`src/rtl/alu_cmd_sequencer_pkg.sv`:
```
// Shared definitions for alu_cmd_sequencer: command opcodes, ALU control
// encodings and FSM states.
package alu_cmd_sequencer_pkg;

    typedef enum logic [1:0] {
        OP_LOAD = 2'b00,
        OP_ADD  = 2'b01,
        OP_SUB  = 2'b10,
        OP_AND  = 2'b11
    } op_e;

    localparam logic [1:0] CTRL_AND = 2'b00;
    localparam logic [1:0] CTRL_ADD = 2'b01;
    localparam logic [1:0] CTRL_SUB = 2'b11;

    typedef enum logic [1:0] {
        S_IDLE = 2'b00,
        S_EXEC = 2'b01,
        S_RESP = 2'b10
    } state_e;

    // Map an arithmetic/logic command onto the ALU ctrl encoding.
    function automatic logic [1:0] op_to_ctrl(input op_e op);
        case (op)
            OP_ADD:  return CTRL_ADD;
            OP_SUB:  return CTRL_SUB;
            default: return CTRL_AND;
        endcase
    endfunction

endpackage

```
`src/rtl/alu_sat_clamp.sv`:
```
// Saturating clamp for a signed ALU result: on overflow, pin to +max when
// operand A was non-negative, otherwise to -min.
module alu_sat_clamp #(
    parameter int unsigned WIDTH = 4
) (
    input  logic [WIDTH-1:0] result,
    input  logic             ovf,
    input  logic             a_msb,
    output logic [WIDTH-1:0] clamped
);

    // Select wrapped result or the saturation bound.
    always_comb begin
        clamped = result;
        if (ovf) begin
            clamped = a_msb ? {1'b1, {(WIDTH-1){1'b0}}} : {1'b0, {(WIDTH-1){1'b1}}};
        end
    end

endmodule

```
`src/rtl/alu_cmd_sequencer.sv`:
```
// Initiator for an external combinational WIDTH-bit ALU. Accepts accumulator
// commands on a valid/ready channel, drives registered operands/ctrl, captures
// the ALU result and returns acc + overflow flags on a response channel.
// Optional build macro: ALU_SAT_EN (saturate acc on ADD/SUB overflow).
module alu_cmd_sequencer
    import alu_cmd_sequencer_pkg::*;
#(
    parameter int unsigned WIDTH = 4
) (
    input  logic             clk,
    input  logic             rst,
    input  logic             cmd_valid,
    output logic             cmd_ready,
    input  logic [1:0]       cmd_op,
    input  logic [WIDTH-1:0] cmd_operand,
    output logic             rsp_valid,
    input  logic             rsp_ready,
    output logic [WIDTH-1:0] rsp_acc,
    output logic             rsp_ovf,
    output logic             sticky_ovf,
    output logic [WIDTH-1:0] alu_opA,
    output logic [WIDTH-1:0] alu_opB,
    output logic [1:0]       alu_ctrl,
    input  logic [WIDTH-1:0] alu_result,
    input  logic             alu_overflow
);

    state_e           state_q;
    logic [WIDTH-1:0] acc_q;
    logic [WIDTH-1:0] opa_q;
    logic [WIDTH-1:0] opb_q;
    logic [1:0]       ctrl_q;
    logic             ovf_q;
    logic             sticky_q;
    logic [WIDTH-1:0] acc_exec_d;
    op_e              cmd_op_e;

    assign cmd_op_e = op_e'(cmd_op);

`ifdef ALU_SAT_EN
    alu_sat_clamp #(
        .WIDTH(WIDTH)
    ) u_sat_clamp (
        .result  (alu_result),
        .ovf     (alu_overflow && (ctrl_q != CTRL_AND)),
        .a_msb   (opa_q[WIDTH-1]),
        .clamped (acc_exec_d)
    );
`else
    assign acc_exec_d = alu_result;
`endif

    // Command FSM: IDLE accepts, EXEC captures the ALU for one cycle, RESP waits for the consumer.
    always_ff @(posedge clk or posedge rst) begin
        if (rst) begin
            state_q  <= S_IDLE;
            acc_q    <= '0;
            opa_q    <= '0;
            opb_q    <= '0;
            ctrl_q   <= CTRL_AND;
            ovf_q    <= 1'b0;
            sticky_q <= 1'b0;
        end else begin
            case (state_q)
                S_IDLE: begin
                    if (cmd_valid) begin
                        if (cmd_op_e == OP_LOAD) begin
                            acc_q    <= cmd_operand;
                            ovf_q    <= 1'b0;
                            sticky_q <= 1'b0;
                            state_q  <= S_RESP;
                        end else begin
                            opa_q   <= acc_q;
                            opb_q   <= cmd_operand;
                            ctrl_q  <= op_to_ctrl(cmd_op_e);
                            state_q <= S_EXEC;
                        end
                    end
                end
                S_EXEC: begin
                    acc_q    <= acc_exec_d;
                    ovf_q    <= alu_overflow;
                    sticky_q <= sticky_q | alu_overflow;
                    state_q  <= S_RESP;
                end
                S_RESP: begin
                    if (rsp_ready) begin
                        state_q <= S_IDLE;
                    end
                end
                default: state_q <= S_IDLE;
            endcase
        end
    end

    assign cmd_ready  = (state_q == S_IDLE);
    assign rsp_valid  = (state_q == S_RESP);
    assign rsp_acc    = acc_q;
    assign rsp_ovf    = ovf_q;
    assign sticky_ovf = sticky_q;
    assign alu_opA    = opa_q;
    assign alu_opB    = opb_q;
    assign alu_ctrl   = ctrl_q;

endmodule

```
`config.mk`:
```
export PLATFORM = sky130hd
export DESIGN_NAME = alu_cmd_sequencer
export DESIGN_NICKNAME = d
export VERILOG_FILES = /design/src/rtl/alu_cmd_sequencer_pkg.sv /design/src/rtl/alu_sat_clamp.sv /design/src/rtl/alu_cmd_sequencer.sv
export SDC_FILE = /design/constraint.sdc
export NUM_CORES = 1
export LEC_CHECK = 0
export BUFFER_PORTS_ARGS = -buffer_cell sky130_fd_sc_hd__clkbuf_2
export CAP_MARGIN = 20
export CELL_PAD_IN_SITES_DETAIL_PLACEMENT = 1
export CELL_PAD_IN_SITES_GLOBAL_PLACEMENT = 2
export CORE_UTILIZATION = 31
export DETAILED_ROUTE_END_ITERATION = 12
export PLACE_DENSITY = 0.81
export SLEW_MARGIN = 30
export SYNTH_ARGS = -nofsm -noshare
export SYNTH_HDL_FRONTEND = slang
export SYNTH_SLANG_ARGS = --single-unit
```
`constraint.sdc`:
```
create_clock -name clk -period 2.4 [get_ports clk]
set_clock_uncertainty 0.05 [all_clocks]
set_input_delay 0.24 -clock clk [delete_from_list [all_inputs] [get_ports clk]]
set_output_delay 0.24 -clock clk [all_outputs]
set_load 0.01 [all_outputs]
```
==> impl_metrics.toml, run 1 <==
[clock_tree]
cts_max_level = 1
post_cts_buffers = 0
clk_pin_slew_ns = 0.10
cts_inserted_buffers = 3
clock_sinks = 18
clk_path_buf_depth = 2
cts_resized = 0
cts_root_buffer = "clkbuf_4"
cts_tree = "yes"
hold_buffers = 1
clk_latency_ns = 0.29

[floorplan]
io_pins = 33
die_w_microns = 52.9
die_h_microns = 52.9
core_region_area_sq_um = 2450
dieArea_sq_um = 2790
row_count = 18
initial_core_util_pct = 32.7

[setup_path]
path_cells = "nor4b_4 > buf_4 > mux2_2"
worstSetupEndpointType = "flip-flop"
regToRegStartpoint = "state_q[1]"
cpPeakStageDelay_ns = 0.54
worstSetupStartpoint = "state_q[1]"
required_ns = 2.53
crit_slowest_cell = "nor4b_4"
worst_ep_arrival_time_ns = 1.94
critPathKind = "flip-flop to flip-flop"
setup.worst_path.start_class = "flip-flop"
crit_path_max_fanout = 11

[yosys]
synth_cell_types = 17
ys_ff_latch = 18
synthCells = 62
synth_nets = 79
yosys_warnings = 0
ys_seq_area_share_pct = 56.2
syn_area_sq_um = 802
ys_top_cells_by_area = "dfrtp_1 (56%), mux2_2 (11%), o21ai_0 (5.6%)"
syn_area_per_cell_sq_um = 12.9
yosysTopAreaCell = "dfrtp_1"
synth_top_area_share_pct = 56.2

[placed_design]
io_buffers = 32
routabilityCongestion = 0.703
post-place-cells = 122
dp_hpwl_microns = 1310

[routing]
drt_iter0_drc = 8
drc = 0
vias_per_cell = 4.64
dr.pass1.iters = 4
wirelength_microns = 1690
drtAntennaViolNets = 0
wl_per_cell_microns = 13.3
via_count = 589

[global_routing]
overflow = 0
antenna_found_initial = 0
grt_usage_pct = 14.3
grt_pass1_wl_microns = 2770
grt_pass1_vias = 585
grt_max_degree = 19

[sta]
hold_violations = 0
finalCriticalPeriod_ns = 1.81
fmax_mhz = 554
slew_headroom_pct = 54.6
tightest_slew_ns = 0.680
rsz0062_at_grt = "no"
setup_tns_ns = 0
setup_viol = 0
slew_viol_final = 0
min_period_over_period_pct = 75.3

[power_and_ir_drop]
p_leak_nw = 0.521
pwr_density_cell_nw_per_um2 = 1110
ir_worst_vdd_uv = 538

[final_layout]
fin_nets = 115
n_fill_cell = 282
final_common_cell = "clkbuf_2"
num_antenna_cells = 0
syn_to_final_growth_pct = 27.9
final_cell_mix = "clkbuf_2 (32), dfrtp_1 (18), o21ai_0 (9), mux2_2 (8)"
drive_gt1_share_pct = 47.4
final_cells = 127

[hold_path]
hp-class = "primary input to flip-flop"
hold_start = "rsp_ready"

[outcome]
status = "complete, no violations"

[flow_run]
cap_violations = 0
==> metrics by stage <==
stage / worst slack [ns] / area, sq um / hold WS (ns) / total power, mW / util (%)
6_report: 0.593 / 1030 / 0.0973 / 1.14 / 41.8
5_1_grt: 0.499 / 1030 / 0.135 / 1.23 / 41.8
4_1_cts: 0.567 / 1030 / 0.0860 / 1.16 / 41.8
3_5_place_dp: 0.593 / 980 / 0.318 / 0.975 / 39.9
3_3_place_gp: 0.643 / 980 / 0.312 / 0.958 / 39.9
2_1_floorplan: 0.938 / 802 / 0.129 / 0.788 / -
==> path summary, 6_finish.rpt <==
| check | endpoint | slack [ns] | cells after the start |
|---|---|---|---|
| min in group asynchronous | state_q[0] | 0.52 | 3 |
| worst max register to register | alu_opB[2] | 0.59 | 3 |
| max in group asynchronous | alu_ctrl[0] | 1.35 | 3 |
| worst min register to register | alu_opA[3] | 0.45 | 1 |
| worst min-delay path | state_q[1] | 0.1 | 2 |
| worst max-delay path | alu_opB[2] | 0.59 | 3 |
==> layout make-up <==
type / count / area, sq um / area share (%)
inverter: 4 / 15.0 / 1.46
multi-input combinational: 37 / 309 / 30.1
tap: 30 / 37.5 / 3.66
clock buffer: 4 / 36.3 / 3.54
timing repair buffer: 34 / 178 / 17.3
sequential: 18 / 450 / 43.9
==> cells in the mapped netlist <==
library cell  instances
mux2_2                8
mux2i_1               4
o21ai_0               9
mux2_1                2
nor4b_4               1
a21oi_1               2
nand2b_1              1
dfrtp_1              18
or2_1                 1
buf_6                 2
nor2b_1               2
clkbuf_2              1
ha_1                  2
nand3b_1              1
nor2_1                3
inv_1                 4
a22o_1                1
==> per-layer routing <==
| metal | vias up | GRT usage, % | routed length (microns) |
|---|---|---|---|
| li1 | 285 | - | - |
| met1 | 286 | 16.8 | 698 |
| met2 | 16 | 24.5 | 898 |
| met3 | 2 | 5.17 | 84 |
| met4 | 0 | 3.95 | 12 |
| met5 | - | 0 | 0 |
==> logic make-up after synthesis <==
kind of cell,after synthesis,synth area share (%)
multiplexers,14,19.0
AND/OR/NAND/NOR,9,8.42
buffers and inverters,7,5.30
AO/OA/AOI/OAI,12,7.96
adder cells (fa/ha/maj),2,3.12
flip-flops,18,56.2
==> sequential cells by signal (all words and copies together) (netlist names) <==
signal	count
state_q	2
alu_opB	4
rsp_ovf	1
sticky_ovf	1
rsp_acc	4
alu_ctrl	2
alu_opA	4
==> report_power, final <==
group,switching (mW),internal (mW),leakage (nW)
clock,0.0918,0.0924,0.0210
sequential,0.0955,0.435,0.222
combinational,0.210,0.216,0.278
total,0.397,0.743,0.521
==> worst max-delay path: cells and delay by family (launching register included) <==
family / cells / cell delay (ns)
and+or+nand+nor: 1 / 0.54
muxes: 1 / 0.34
buffers and inverters: 1 / 0.24
DFF: 1 / 0.53
Note: power is estimated with default switching activity, not from simulation.
==> inputs of run 2 (changes only) <==
--- a/config.mk
+++ b/config.mk
@@ -5,13 +5,14 @@
 export SDC_FILE = /design/constraint.sdc
 export NUM_CORES = 1
 export LEC_CHECK = 0
+export ABC_AREA = 1
 export BUFFER_PORTS_ARGS = -buffer_cell sky130_fd_sc_hd__clkbuf_2
 export CAP_MARGIN = 20
 export CELL_PAD_IN_SITES_DETAIL_PLACEMENT = 1
 export CELL_PAD_IN_SITES_GLOBAL_PLACEMENT = 2
-export CORE_UTILIZATION = 31
+export CORE_UTILIZATION = 23
 export DETAILED_ROUTE_END_ITERATION = 12
-export PLACE_DENSITY = 0.81
+export PLACE_DENSITY = 0.71
 export SLEW_MARGIN = 30
 export SYNTH_ARGS = -nofsm -noshare
 export SYNTH_HDL_FRONTEND = slang
==> constraint.sdc (replaced) <==
create_clock -name clk -period 1.6 [get_ports clk]
set_clock_uncertainty 0.05 [all_clocks]
set_input_delay 0.16 -clock clk [delete_from_list [all_inputs] [get_ports clk]]
set_output_delay 0.16 -clock clk [all_outputs]
set_load 0.01 [all_outputs]
==> run 2 against run 1 <==
Effect of this change: combinational power up 66%; core utilization decreased by 9.6 points; sequential cell count did not move; routed wire length grew 27%; synthesized cell count up 60%; die area is 41% higher; worst setup slack worse by 0.33 ns; sequential share of layout area shrank 3.3 points; register-to-register slack worse by 0.33 ns; critical path depth is 2 higher.
==> impl_metrics.toml, run 2 <==
[floorplan]
core_region_area_sq_um = 3440
io_pins = 33
row_count = 21
die_h_microns = 62.7
die_w_microns = 62.7
dieArea_sq_um = 3930
initial_core_util_pct = 24.6

[global_routing]
antenna_found_initial = 0
grt_pass1_wl_microns = 3860
grt_max_degree = 19
overflow = 0
grt_pass1_vias = 778
grt_usage_pct = 12.7

[sta]
finalCriticalPeriod_ns = 1.34
whs_ns = 0.0706
rsz0062_at_grt = "no"
hold_violations = 0
slew_headroom_pct = 69.5
slew_viol_final = 0
setup_tns_ns = 0
setup_viol = 0
tightest_slew_ns = 0.458
fmax_mhz = 748
min_period_over_period_pct = 83.5

[clock_tree]
cts_inserted_buffers = 3
post_cts_buffers = 0
cts_resized = 0
clk_path_buf_depth = 2
clk_latency_ns = 0.26
clock_sinks = 18
cts_max_level = 1
cts_tree = "yes"
clk_pin_slew_ns = 0.07
cts_root_buffer = "clkbuf_8"
hold_buffers = 1

[routing]
drc = 0
drt_iter0_drc = 34
wl_per_cell_microns = 12.0
dr.pass1.iters = 4
vias_per_cell = 4.12
wirelength_microns = 2160
via_count = 741
drtAntennaViolNets = 0

[setup_path]
worstSetupEndpointType = "flip-flop"
reg2reg_slack_ns = 0.26
crit_path_max_fanout = 11
cpPeakStageDelay_ns = 0.55
rr_worst_depth = 5
crit_slowest_cell = "dfrtp_1"
required_ns = 1.75
critPathKind = "flip-flop to flip-flop"
setup.worst_path.start_class = "flip-flop"
r2r_end = "alu_opB[3]"
regToRegStartpoint = "state_q[0]"
worst_ep_arrival_time_ns = 1.48
crit_top_cell = "nand2_1"
path_cells = "nor2_4 > nand2_1 > inv_1 > nand2_1 > nand2_1"

[power_and_ir_drop]
clock_power_share_pct = 20.0
comb_power_share_pct = 37.6
pwr_density_cell_nw_per_um2 = 1690
p_leak_nw = 0.650
ir_worst_vdd_uv = 631
power.internal_mw = 1.16
seqPwrFrac_pct = 42.4
net-switching-power_uw = 718
p_total_mw = 1.88
switching_share_pct = 38.2

[yosys]
ys_top_cells_by_area = "dfrtp_1 (53%), nand2_1 (21%), nand3_1 (6.5%)"
postSynth.asyncResetShare_pct = 100
syn_area_sq_um = 847
synth_edf_count = 0
synth_commonest_cells = "nand2_1 (48), dfrtp_1 (18), nand3_1 (11), inv_1 (5), nor2_1 (3)"
synthCells = 99
ys_ff_latch = 18
synth_nets = 116
synth_top_area_share_pct = 53.2
syn_area_per_cell_sq_um = 8.56
yosysTopAreaCell = "dfrtp_1"
synth_most_common_cell = "nand2_1"
synth_flop_cell = "dfrtp_1"
ys_seq_area_share_pct = 53.2
yosys_warnings = 0
synth_cell_types = 16

[final_layout]
syn_to_final_growth_pct = 31.0
drive_gt1_share_pct = 32.1
final_area_sq_um = 1110
final_cell_mix = "nand2_1 (48), clkbuf_2 (32), dfrtp_1 (18), nand3_1 (11), inv_1 (5)"
final_common_cell = "nand2_1"
fin_nets = 152
num_antenna_cells = 0
final_cells = 180
n_fill_cell = 430

[placed_design]
post-place-cells = 175
placed_area_sq_um = 1040
routabilityCongestion = 0.655
dp_hpwl_microns = 1630
io_buffers = 32

[hold_path]
hp-class = "primary input to flip-flop"
hold_start = "cmd_operand[2]"
holdPathStages = 3
hold_path_end = "alu_opB[2]"

[flow_run]
cap_violations = 0

[outcome]
status = "complete, no violations"
-- run 2: cell count changes after synthesis, sizes merged, moves of 2 or more --
cell,previous run,this run
mux2,10,0
a21oi,2,0
nor2b,2,0
o21ai,9,1
nand3,0,12
mux2i,4,0
nand2,0,50
inv,4,6
buf,2,4
-- run 2: per-layer routing --
metal  GRT usage (%)  wire length (microns)  up-vias
met2            20.8                   1050       20
met5               0                      0        -
met3            3.47                     94        2
met4            3.49                     12        0
met1            16.3                    998      341
li1                -                      -      378
-- run 2: stage by stage --
step,utilization (%),worst slack (ns)
after floorplan,-,0.505
after CTS,32.2,0.226
after global placement,30.4,0.284
after global routing,32.2,0.130
final,32.2,0.264
after detailed placement,30.4,0.242
-- run 2: kinds of logic after synthesis --
family          count (synthesis)  share of synthesized area (%)
simple gates                   68                           36.5
flops                          18                           53.2
fa+ha+maj                       2                           2.95
buf+inv                        10                           6.79
compound gates                  1                          0.590
-- run 2: worst max-delay path by stage --
stage	endpoint	depth (start not counted)	slack, ns	start
after floorplan	rsp_acc[0]	7	0.50	state_q[1]
after global placement	alu_opB[0]	5	0.28	state_q[0]
after detailed placement	alu_opB[0]	5	0.24	state_q[0]
after CTS	alu_opB[0]	5	0.23	state_q[0]
after global routing	alu_opB[0]	5	0.13	state_q[0]
final	alu_opB[3]	5	0.26	state_q[0]
-- run 2: power by group through the flow --
stage	clock, mW	sequential, mW	combinational (mW)
3_3_place_gp	0	0.804	0.703
3_5_place_dp	0	0.807	0.723
5_1_grt	0.414	0.827	0.803
4_1_cts	0.390	0.801	0.727
2_1_floorplan	0	0.867	0.355
6_report	0.377	0.796	0.707
-- run 2: worst max-delay path, delay by kind of cell, from the launching register on --
family                 cells  cell delay, ns
AND/OR/NAND/NOR            4            0.41
buffers and inverters      1            0.27
flip-flops                 1            0.55
-- run 2: layout make-up --
cell class | count | area, sq um | area share [%]
inverter | 6 | 22.5 | 2.03
multi-input combinational | 71 | 339 | 30.6
timing repair buffer | 35 | 185 | 16.7
tap | 46 | 57.6 | 5.19
sequential | 18 | 450 | 40.6
clock buffer | 4 | 55.1 | 4.96
==> inputs of run 3 (changes only) <==
--- a/config.mk
+++ b/config.mk
@@ -5,14 +5,14 @@
 export SDC_FILE = /design/constraint.sdc
 export NUM_CORES = 1
 export LEC_CHECK = 0
-export ABC_AREA = 1
+export ABC_AREA = 0
 export BUFFER_PORTS_ARGS = -buffer_cell sky130_fd_sc_hd__clkbuf_2
 export CAP_MARGIN = 20
 export CELL_PAD_IN_SITES_DETAIL_PLACEMENT = 1
 export CELL_PAD_IN_SITES_GLOBAL_PLACEMENT = 2
-export CORE_UTILIZATION = 23
+export CORE_UTILIZATION = 26
 export DETAILED_ROUTE_END_ITERATION = 12
-export PLACE_DENSITY = 0.71
+export PLACE_DENSITY = 0.72
 export SLEW_MARGIN = 30
 export SYNTH_ARGS = -nofsm -noshare
 export SYNTH_HDL_FRONTEND = slang
==> constraint.sdc (replaced) <==
create_clock -name clk -period 1.15 [get_ports clk]
set_clock_uncertainty 0.05 [all_clocks]
set_input_delay 0.115 -clock clk [delete_from_list [all_inputs] [get_ports clk]]
set_output_delay 0.115 -clock clk [all_outputs]
set_load 0.01 [all_outputs]
==> run 3 against run 2 <==
Effect of this change: the run now ends with DRC, setup timing left; design area is 7.7% higher; sequential share of layout area is 2.8 points lower; fmax is 4.0% lower; count of clock-buffer cells in the layout stayed put; first-iteration DRC count is 91% lower; worst setup slack worse by 0.51 ns; clock power is 3% higher; worst hold slack worse by 0.047 ns; power is 43% higher; register-to-register slack worse by 0.51 ns; sequential power is 37% higher; combinational power is 73% higher.
==> impl_metrics.toml, run 3 (synthesized netlist as in run 1, its figures left out) <==
[clock_tree]
cts_root_buffer = "clkbuf_4"
clk_latency_ns = 0.30
clk_pin_slew_ns = 0.10
cts_max_level = 1
cts_inserted_buffers = 3
clock_sinks = 18
clk_path_buf_depth = 2
cts_tree = "yes"

[routing]
wirelength_microns = 1830
met1_length_microns = 791
highest_layer = "met4"
drtAntennaViolNets = 0
drt_iter0_drc = 3
vias_per_cell = 4.60
wl_per_cell_microns = 13.1
wl_met2_microns = 919
drc = 1
via_count = 639
dr.pass1.iters = 7
met3WireLength_microns = 91

[setup_path]
critPathKind = "flip-flop to flip-flop"
worstSetupEndpointType = "flip-flop"
required_ns = 1.29
rr_worst_depth = 3
reg2reg_slack_ns = -0.24
setup.worst_path.start_class = "flip-flop"
path_buf_inv = 1
r2r_end = "alu_opA[1]"
path_depth = 3
worst_ep_arrival_time_ns = 1.53
crit_path_max_fanout = 4
critPathTopFamily = "flip-flops"
crit_slowest_cell = "dfrtp_2"
regToRegStartpoint = "state_q[0]"
path_cells = "nor4b_4 > buf_4 > mux2_4"
cpPeakStageDelay_ns = 0.43

[floorplan]
row_count = 19
die_w_microns = 57.5
core_region_area_sq_um = 2830
io_pins = 33
die_h_microns = 57.5
initial_core_util_pct = 28.4
dieArea_sq_um = 3310

[sta]
hold_violations = 0
fmax_mhz = 718
finalCriticalPeriod_ns = 1.39
rsz0062_at_grt = "yes"
slew_headroom_pct = 83.7
setup_viol = 17
min_period_over_period_pct = 121
tightest_slew_ns = 0.243
setup_slack_ns = -0.242
slew_viol_final = 0

[hold_path]
hp-class = "primary input to flip-flop"
holdPathStages = 2
hold_path_end = "alu_opB[1]"
hold_start = "cmd_operand[1]"

[global_routing]
overflow = 0
grt_pass1_vias = 644
grt_max_degree = 19
grt_usage_pct = 12.0
antenna_found_initial = 0
grt_pass1_wl_microns = 2970

[final_layout]
final_area_sq_um = 1190
final_cell_mix = "clkbuf_2 (31), dfrtp_1 (17), mux2_4 (10), buf_4 (8), o21ai_0 (5)"
drive_gt1_share_pct = 58.3
final_common_cell = "clkbuf_2"
syn_to_final_growth_pct = 49.0
fin_nets = 126
num_antenna_cells = 0
utilization_pct = 42.2
n_fill_cell = 324
final_cells = 139

[power_and_ir_drop]
pwr_density_cell_nw_per_um2 = 2250
p_leak_nw = 0.614
p_total_mw = 2.69
ir_worst_vdd_uv = 952

[outcome]
violations = "DRC, setup timing"
status = "complete, but fails checks"

[placed_design]
place_ws_ns = -0.301
post-place-cells = 131
dp_hpwl_microns = 1380
placed_area_sq_um = 1040
io_buffers = 32
routabilityCongestion = 0.734

[flow_run]
cap_violations = 0
## run 3: changes by cell type in the layout (fill, tap and decap cells not counted), moves of 3 or more
cell | before | now
buf_4 | 2 | 8
buf_6 | 0 | 3
clkbuf_4 | 0 | 3
clkbuf_8 | 4 | 1
mux2_4 | 0 | 10
mux2i_1 | 0 | 3
nand2_1 | 48 | 0
nand3_1 | 11 | 0
o21ai_0 | 1 | 5
o21ai_1 | 0 | 4
## run 3: worst max path at each step
stage	from	endpoint	slack, ns
after floorplan	state_q[1]	alu_opB[0]	-0.25
after detailed placement	cmd_op[0]	alu_ctrl[0]	-0.30
final	state_q[0]	alu_opA[1]	-0.24
after CTS	state_q[0]	alu_ctrl[1]	-0.26
after global routing	state_q[0]	alu_opA[1]	-0.33
after global placement	cmd_op[0]	alu_ctrl[1]	-0.27
## run 3: metrics by stage
| step | TNS (ns) | hold slack [ns] |
|---|---|---|
| floorplan | -2.38 | 0.00350 |
| global placement | -3.41 | 0.0732 |
| detailed placement | -3.77 | 0.0790 |
| CTS | -3.45 | 0.00811 |
| global route | -4.77 | 0.00165 |
| finish | -3.34 | 0.0236 |
## run 3: cell type report
type | count | area (sq um) | share of cell area [%]
Inverter | 4 | 15.0 | 1.26
Timing Repair Buffer | 45 | 279 | 23.4
Multi-Input combinational cell | 37 | 374 | 31.3
Clock buffer | 4 | 36.3 | 3.04
Tap cell | 31 | 38.8 | 3.25
Sequential cell | 18 | 452 | 37.8
## run 3: repair_timing
item,CTS,global route
setup buffers,1,0
setup endpoints to repair,18,18
endpoints found under the hold margin,19,1
hold buffers,2,1
resized for setup,13,11
pin swaps,0,0
## run 3: power breakdown
part / switching (mW) / total (mW) / internal [mW]
combinational: 0.529 / 1.22 / 0.688
clock: 0.196 / 0.389 / 0.193
sequential: 0.178 / 1.09 / 0.909
total: 0.903 / 2.69 / 1.79
## run 3: routing by layer
metal  track usage (%)  vias to the layer above
met2              19.4                       17
met3              4.76                        4
li1                  -                      305
met1              14.6                      313
met4              4.18                        0
met5                 0                        -
